### src/rtl/incline_sample_ctrl.sv
// Incline sampler: periodically requests a signed 13-bit reading, boxcar-averages
// 2**NSAMP_LOG2 captures and presents the average saturated to signed 10 bits.
module incline_sample_ctrl #(
    parameter int unsigned PERIOD     = 2048,
    parameter int unsigned TIMEOUT    = 64,
    parameter int unsigned NSAMP_LOG2 = 2
) (
    input  logic        clk,
    input  logic        rst,
    input  logic        en,
    output logic        inc_req,
    input  logic        inc_vld,
    input  logic [12:0] inc_data,
    output logic [9:0]  incline_sat,
    output logic        sat_vld,
    output logic        sat_flag,
    output logic        timeout_err
);

    localparam int unsigned DATA_W = 13;
    localparam int unsigned OUT_W  = 10;
    localparam int unsigned ACC_W  = DATA_W + NSAMP_LOG2;
    localparam int unsigned PCNT_W = $clog2(PERIOD);
    localparam int unsigned TCNT_W = $clog2(TIMEOUT + 1);
    localparam int unsigned SCNT_W = NSAMP_LOG2 + 1;

    localparam logic [PCNT_W-1:0] PCNT_MAX = PCNT_W'(PERIOD - 1);
    localparam logic [TCNT_W-1:0] TCNT_MAX = TCNT_W'(TIMEOUT - 1);
    localparam logic [SCNT_W-1:0] SCNT_MAX = SCNT_W'((1 << NSAMP_LOG2) - 1);

    localparam logic signed [DATA_W-1:0] AVG_MAX = DATA_W'(511);
    localparam logic signed [DATA_W-1:0] AVG_MIN = -AVG_MAX - DATA_W'(1);

    typedef enum logic [1:0] {
        IDLE = 2'd0,
        REQ  = 2'd1,
        UPD  = 2'd2
    } state_t;

    state_t                    state, state_d;
    logic [PCNT_W-1:0]         pcnt;
    logic                      tick;
    logic [TCNT_W-1:0]         tcnt, tcnt_d;
    logic [SCNT_W-1:0]         scnt, scnt_d;
    logic signed [ACC_W-1:0]   acc, acc_d;
    logic signed [ACC_W-1:0]   data_ext;
    logic signed [DATA_W-1:0]  avg;
    logic [OUT_W-1:0]          sat_d;
    logic                      flag_d;
    logic                      vld_d;
    logic                      terr_d;

    assign tick     = en && (pcnt == PCNT_MAX);
    assign data_ext = ACC_W'($signed(inc_data));
    assign avg      = DATA_W'(acc >>> NSAMP_LOG2);

    // Free-running request period, parked at zero while disabled
    always_ff @(posedge clk) begin
        if (rst || !en || tick) begin
            pcnt <= '0;
        end else begin
            pcnt <= pcnt + PCNT_W'(1);
        end
    end

    always_ff @(posedge clk) begin
        if (rst) begin
            state <= IDLE;
        end else begin
            state <= state_d;
        end
    end

    always_comb begin
        state_d = state;
        tcnt_d  = tcnt;
        scnt_d  = scnt;
        acc_d   = acc;
        sat_d   = incline_sat;
        flag_d  = sat_flag;
        vld_d   = 1'b0;
        terr_d  = timeout_err;
        case (state)
            IDLE: begin
                tcnt_d = '0;
                if (tick) begin
                    state_d = REQ;
                end
            end
            REQ: begin
                // A reply on the expiry cycle still wins over the timeout
                if (inc_vld) begin
                    acc_d   = acc + data_ext;
                    scnt_d  = scnt + SCNT_W'(1);
                    tcnt_d  = '0;
                    terr_d  = 1'b0;
                    state_d = (scnt == SCNT_MAX) ? UPD : IDLE;
                end else if (tcnt == TCNT_MAX) begin
                    tcnt_d  = '0;
                    terr_d  = 1'b1;
                    state_d = IDLE;
                end else begin
                    tcnt_d = tcnt + TCNT_W'(1);
                end
            end
            UPD: begin
                if (avg > AVG_MAX) begin
                    sat_d  = OUT_W'(10'h1FF);
                    flag_d = 1'b1;
                end else if (avg < AVG_MIN) begin
                    sat_d  = OUT_W'(10'h200);
                    flag_d = 1'b1;
                end else begin
                    sat_d  = avg[OUT_W-1:0];
                    flag_d = 1'b0;
                end
                vld_d   = 1'b1;
                acc_d   = '0;
                scnt_d  = '0;
                state_d = IDLE;
            end
            default: state_d = IDLE;
        endcase
        // Disable abandons any partial set; an update already in flight completes
        if (!en && state != UPD) begin
            state_d = IDLE;
            tcnt_d  = '0;
            scnt_d  = '0;
            acc_d   = '0;
            terr_d  = timeout_err;
        end
    end

    always_ff @(posedge clk) begin
        if (rst) begin
            tcnt        <= '0;
            scnt        <= '0;
            acc         <= '0;
            inc_req     <= 1'b0;
            incline_sat <= '0;
            sat_flag    <= 1'b0;
            sat_vld     <= 1'b0;
            timeout_err <= 1'b0;
        end else begin
            tcnt        <= tcnt_d;
            scnt        <= scnt_d;
            acc         <= acc_d;
            inc_req     <= (state_d == REQ);
            incline_sat <= sat_d;
            sat_flag    <= flag_d;
            sat_vld     <= vld_d;
            timeout_err <= terr_d;
        end
    end

endmodule
### config.mk
export PLATFORM = sky130hd
export DESIGN_NAME = incline_sample_ctrl
export DESIGN_NICKNAME = d
export VERILOG_FILES = /design/src/rtl/incline_sample_ctrl.sv
export SDC_FILE = /design/constraint.sdc
export NUM_CORES = 1
export LEC_CHECK = 0
export BUFFER_PORTS_ARGS = -buffer_cell sky130_fd_sc_hd__buf_4
export CORE_ASPECT_RATIO = 1.1
export CORE_MARGIN = 2
export CORE_UTILIZATION = 60
export DETAILED_ROUTE_END_ITERATION = 16
export GPL_ROUTABILITY_DRIVEN = 0
export PLACE_DENSITY = 0.81
export SYNTH_ARGS = -nofsm -noshare
export SYNTH_HDL_FRONTEND = slang
export SYNTH_SLANG_ARGS = --single-unit
### constraint.sdc
create_clock -name clk -period 5.15 [get_ports clk]
set_input_delay 0.7725 -clock clk [delete_from_list [all_inputs] [get_ports clk]]
set_output_delay 0.7725 -clock clk [all_outputs]
set_load 0.005 [all_outputs]
# --- After elaboration in Yosys (flattened, before gate mapping) ---
# Cells that the tools add are included.
classes:
  muxes: 20
  reduce_logical: 12
  bitwise_logic: 1
  magnitude_cmp: 2
  add_sub_neg: 4
  eq_ne: 8
op_table:
  columns: ["op", "n"]
  rows:
  - ["$pmux W15 S2", 1]
  - ["$mux W10", 2]
  - ["$add A15 B13 Y15", 1]
  - ["$mux W15", 1]
  - ["$mux W7", 2]
  - ["$pmux W7 S2", 1]
  - ["$gt A13 B10 Y1 const B", 1]
  - ["$lt A13 B10 Y1 const B", 1]
  - ["$add A11 B1 Y11 const B", 1]
  - ["$eq A11 B11 Y1 const B", 1]
  - ["$mux W2", 5]
  - ["$add A7 B1 Y7 const B", 1]
  - ["$eq A7 B6 Y1 const B", 1]
  - ["$pmux W3 S2", 1]
  - ["$reduce_bool A2 Y1", 3]
  - ["$mux W1", 5]
  - ["$eq A2 B1 Y1 const B", 2]
  - ["$ne A2 B2 Y1 const B", 2]
  - ["$pmux W2 S2", 1]
  - ["$add A3 B1 Y3 const B", 1]
  - ["$eq A3 B2 Y1 const B", 1]
  - ["$mux W3", 1]
  - ["$reduce_and A3 Y1", 1]
  - ["$eq A2 B2 Y1 const B", 1]
  - ["other kinds (7)", 9]
word_totals:
  input_bits: 17
  regBits: 52
  out_inout_bits: 14
  elab_cells: 57

# --- Depth between registers and ports, before layout ---
logic_depth:
  ltp_word: 6
  mapped_depth: 8
  mapped_depth_nobuf: 8

# --- Worst setup path before layout ---
# No wires, ideal clock.
synth_path:
  path_kind: "in2reg"
  from: "input inc_data[0]"
  to: "register acc[12]"
  slack_ns: 2.461
  arrival_ns: 2.569
  required_time_ns: 5.029
  path_stages: 8
  n_path_buf: 0
  setup_ns: 0.121
  path_cell_list: "ha_1 fa_1 a211oi_2 o21ai_2 a31oi_2 o21ai_2 a21oi_1 mux2_2"
synth_between:
  elab_chain_len: 3
synth_rtl:
  columns: ["item", "line_no", "text"]
  rows:
  - ["start, declared", "13", "input logic [12:0] inc_data,"]
  - ["$add A15 B13 Y15", "93", "acc_d = acc + data_ext;"]
  - ["$mux W15", "92", "if (inc_vld) begin"]
  - ["$pmux W15 S2", "83", "case (state)"]
  - ["end signal, assigned", "138", "acc <= '0;"]
  - ["end signal, assigned", "147", "acc <= acc_d;"]
  - ["end, declared", "45", "logic signed [ACC_W-1:0] acc, acc_d;"]
# No other way between the ends. The select of a mux whose other input is x is not followed.
# A chain may end at the register's enable or synchronous reset.

# --- Worst setup path after layout ---
# Same ends and word-level chain as after synthesis.

==> results.ini <==
[outcome]
run_status = completed

[detailed_routing]
routed_wl_um = 5850
drt-wirelength-per-cell_um = 14.2
drc_errors = 0
vias_per_cell = 5.85
num_vias = 2409
drt-initial-drc-count = 113
drtAntennaViolNets = 0
dr.pass1.iters = 4

[grt]
grt_max_degree = 23
grt_usage_pct = 24.9
overflow = 0
antenna_found_initial = 0
grt_pass1_wl_um = 9650
grt_pass1_vias = 2236

[clocking]
cts.sinks = 52
cts_made_buffers = 5
cts_resized = 0
cts_setup_buffers = 0
cts_buffer_depth = 2
clock_latency_ps = 310
htree_levels = 2
cts_root_buf = clkbuf_8
cts_tree = built
clk_pin_slew_worst_paths_ps = 100
postCtsHoldBufs = 0

[placement]
port_buffers = 30
place_inst = 404
hpwlAfterDp_um = 4190

[power_and_ir_drop]
finalPower_w = 0.000737
powerDensity_nw_per_um2 = 238
ir_drop_uv = 198
leakagePower_nw = 1.21

[setup_path]
cp_common_cell = o21ai_2
path_max_fanout = 3
timing.rr.start = acc[0]
cp-end-kind = flip-flop
crit_required_ps = 5360
worst_path_max_delay_cell = fa_1
crit_type = in -> reg
timing.critical_path.buf_inv = 1
cp_cell_sequence = buf_4, ha_1, fa_1, a211oi_2, o21ai_2, a31oi_2, o21ai_2, a21oi_1, mux2_2
critPathLaunch = inc_data[0]
start_kind = primary input
arrival_ps = 2850
critPathMaxStageDelay_ps = 450
cp_top_family = compound AO/OA/AOI/OAI gates

[logic_synthesis]
synth.most_common_cell = dfxtp_1
synth.distinct_cells = 51
postSynthCellCount = 331
ys_ff_latch = 52
ys_seq_area_share_pct = 37.9
syn_area_um2 = 2750
syn_nets = 367
async_flop_share_pct = 0
synthTopCellsByCount = 52 x dfxtp_1, 42 x nor2_1, 35 x nand2_1, 32 x a21oi_1, 24 x o21ai_0
avgSynthCellArea_um2 = 8.31
synth-main-ff-cell = dfxtp_1
yosysTopAreaCell = dfxtp_1
synth_edf_count = 0
yosys.area.top_type_share_pct = 37.9
yosys_warnings = 0
synth_area_leaders = dfxtp_1 38%, ha_1 8.2%, a21oi_1 5.8%

[floorplanning]
die_y_um = 75.0
dieArea_um2 = 5140
core_um2 = 4350
rows = 25
fp.dieW_um = 68.6
start_util_pct = 63.3
ioPinCount = 31

[sta]
hold_violations = 0
fin_crit_sh_pct = 51.1
setup_violations = 0
fin_crit_ps = 2630
holdWs_ps = 456
worst_clock_skew_ps = 8.31
slew_headroom_pct = 50.3
worst_pin_slew_ps = 745
drv_slew = 0
rsz0062_at_grt = no
fmax_mhz = 380
tns_ps = 0

[final_layout]
final_nets = 393
antenna_cells = 0
final-instance-count-excl-fill = 412
drive_above_1_share_pct = 14.0
syn_to_final_growth_pct = 12.7
final_core_util_pct = 71.3

[run]
maxCapViolations = 0

[hold_path]
holdCritStartpoint = incline_sat[0]
hold_class = reg -> reg

## flip-flops by register name, summed over array words and instances (netlist names)
register     cells
scnt             3
sat_flag         1
acc             15
inc_req          1
state            2
tcnt             7
incline_sat     10
timeout_err      1
sat_vld          1
pcnt            11
## worst paths after layout
| kind | end | cells after the start | slack, ps |
|---|---|---|---|
| hold reg to reg | incline_sat[0] | 2 | 460 |
| hold / removal | incline_sat[0] | 2 | 460 |
| setup reg to reg | acc[12] | 8 | 2780 |
| setup / recovery | acc[12] | 9 | 2520 |
## final cells by class
type	count	area, um^2
clock buffer	5	68.8
clock inverter	3	46.3
fill	376	1250
inverter	6	22.5
multi-input combinational	262	1630
sequential	52	1040
tap	54	67.6
timing repair buffer	30	225
## metal layers
metal  wire (um)  track usage (%)  share of wire, %  up-vias
li1            -                -                 -     1231
met3         268             4.78               4.6        8
met2        2910             44.9                50       54
met5           0                0                 0        -
met1        2590             29.4                44     1116
met4          85             8.22               1.5        0
## power by group
part	internal, W	switching, W
Clock	0.000148	0.000146
Sequential	0.000403	0.000000939
Combinational	0.0000177	0.0000230
Total	0.000568	0.000170
## kinds of logic (layout without fill, tap and decap cells)
logic type / Yosys count / count (layout) / synth area share, %
DFF: 52 / 52 / 37.9
muxes: 1 / 1 / 0.409
AOI/OAI and AO/OA: 87 / 87 / 19.3
adders and majority gates: 19 / 19 / 8.92
xor gates and xnor gates: 20 / 20 / 6.37
buffers and inverters: 17 / 44 / 2.96
and+or+nand+nor: 135 / 135 / 24.2
## placed cells by master (no fill, tap or decap), types with 2 or more instances in the layout
cell	netlist	layout
a21o_1	3	3
o211ai_1	3	3
nor2_1	42	42
nor3_1	7	7
and3_1	5	5
nand2_1	35	35
and4_4	2	2
o21ai_0	24	24
nand4_1	4	4
nand2b_1	3	3
nor3b_1	2	2
buf_4	0	30
xor2_1	11	11
a31oi_1	3	3
nor2b_1	4	4
o22ai_1	2	2
inv_1	6	6
or4_1	2	2
dfxtp_1	52	52
clkbuf_8	0	5
ha_1	18	18
nand3_1	17	17
o31ai_1	2	2
o21a_1	2	2
nand3b_1	3	3
a21oi_1	32	32
o21ai_2	2	2
a211oi_1	4	4
xnor2_1	9	9
## per-stage QoR
| stage | setup WS (ps) | area, um^2 |
|---|---|---|
| 2_1_floorplan | 2460 | 2750 |
| 3_3_place_gp | 2260 | 2980 |
| 3_5_place_dp | 2240 | 2980 |
| 4_1_cts | 2520 | 3100 |
| 5_1_grt | 2420 | 3100 |
| 6_report | 2520 | 3100 |
## worst min-delay path, stage by stage, from the launching register on
cell and delay (ps):
dfxtp_1 320, nand2_1 50, a21oi_1 50
(Power assumes the default switching activity.)
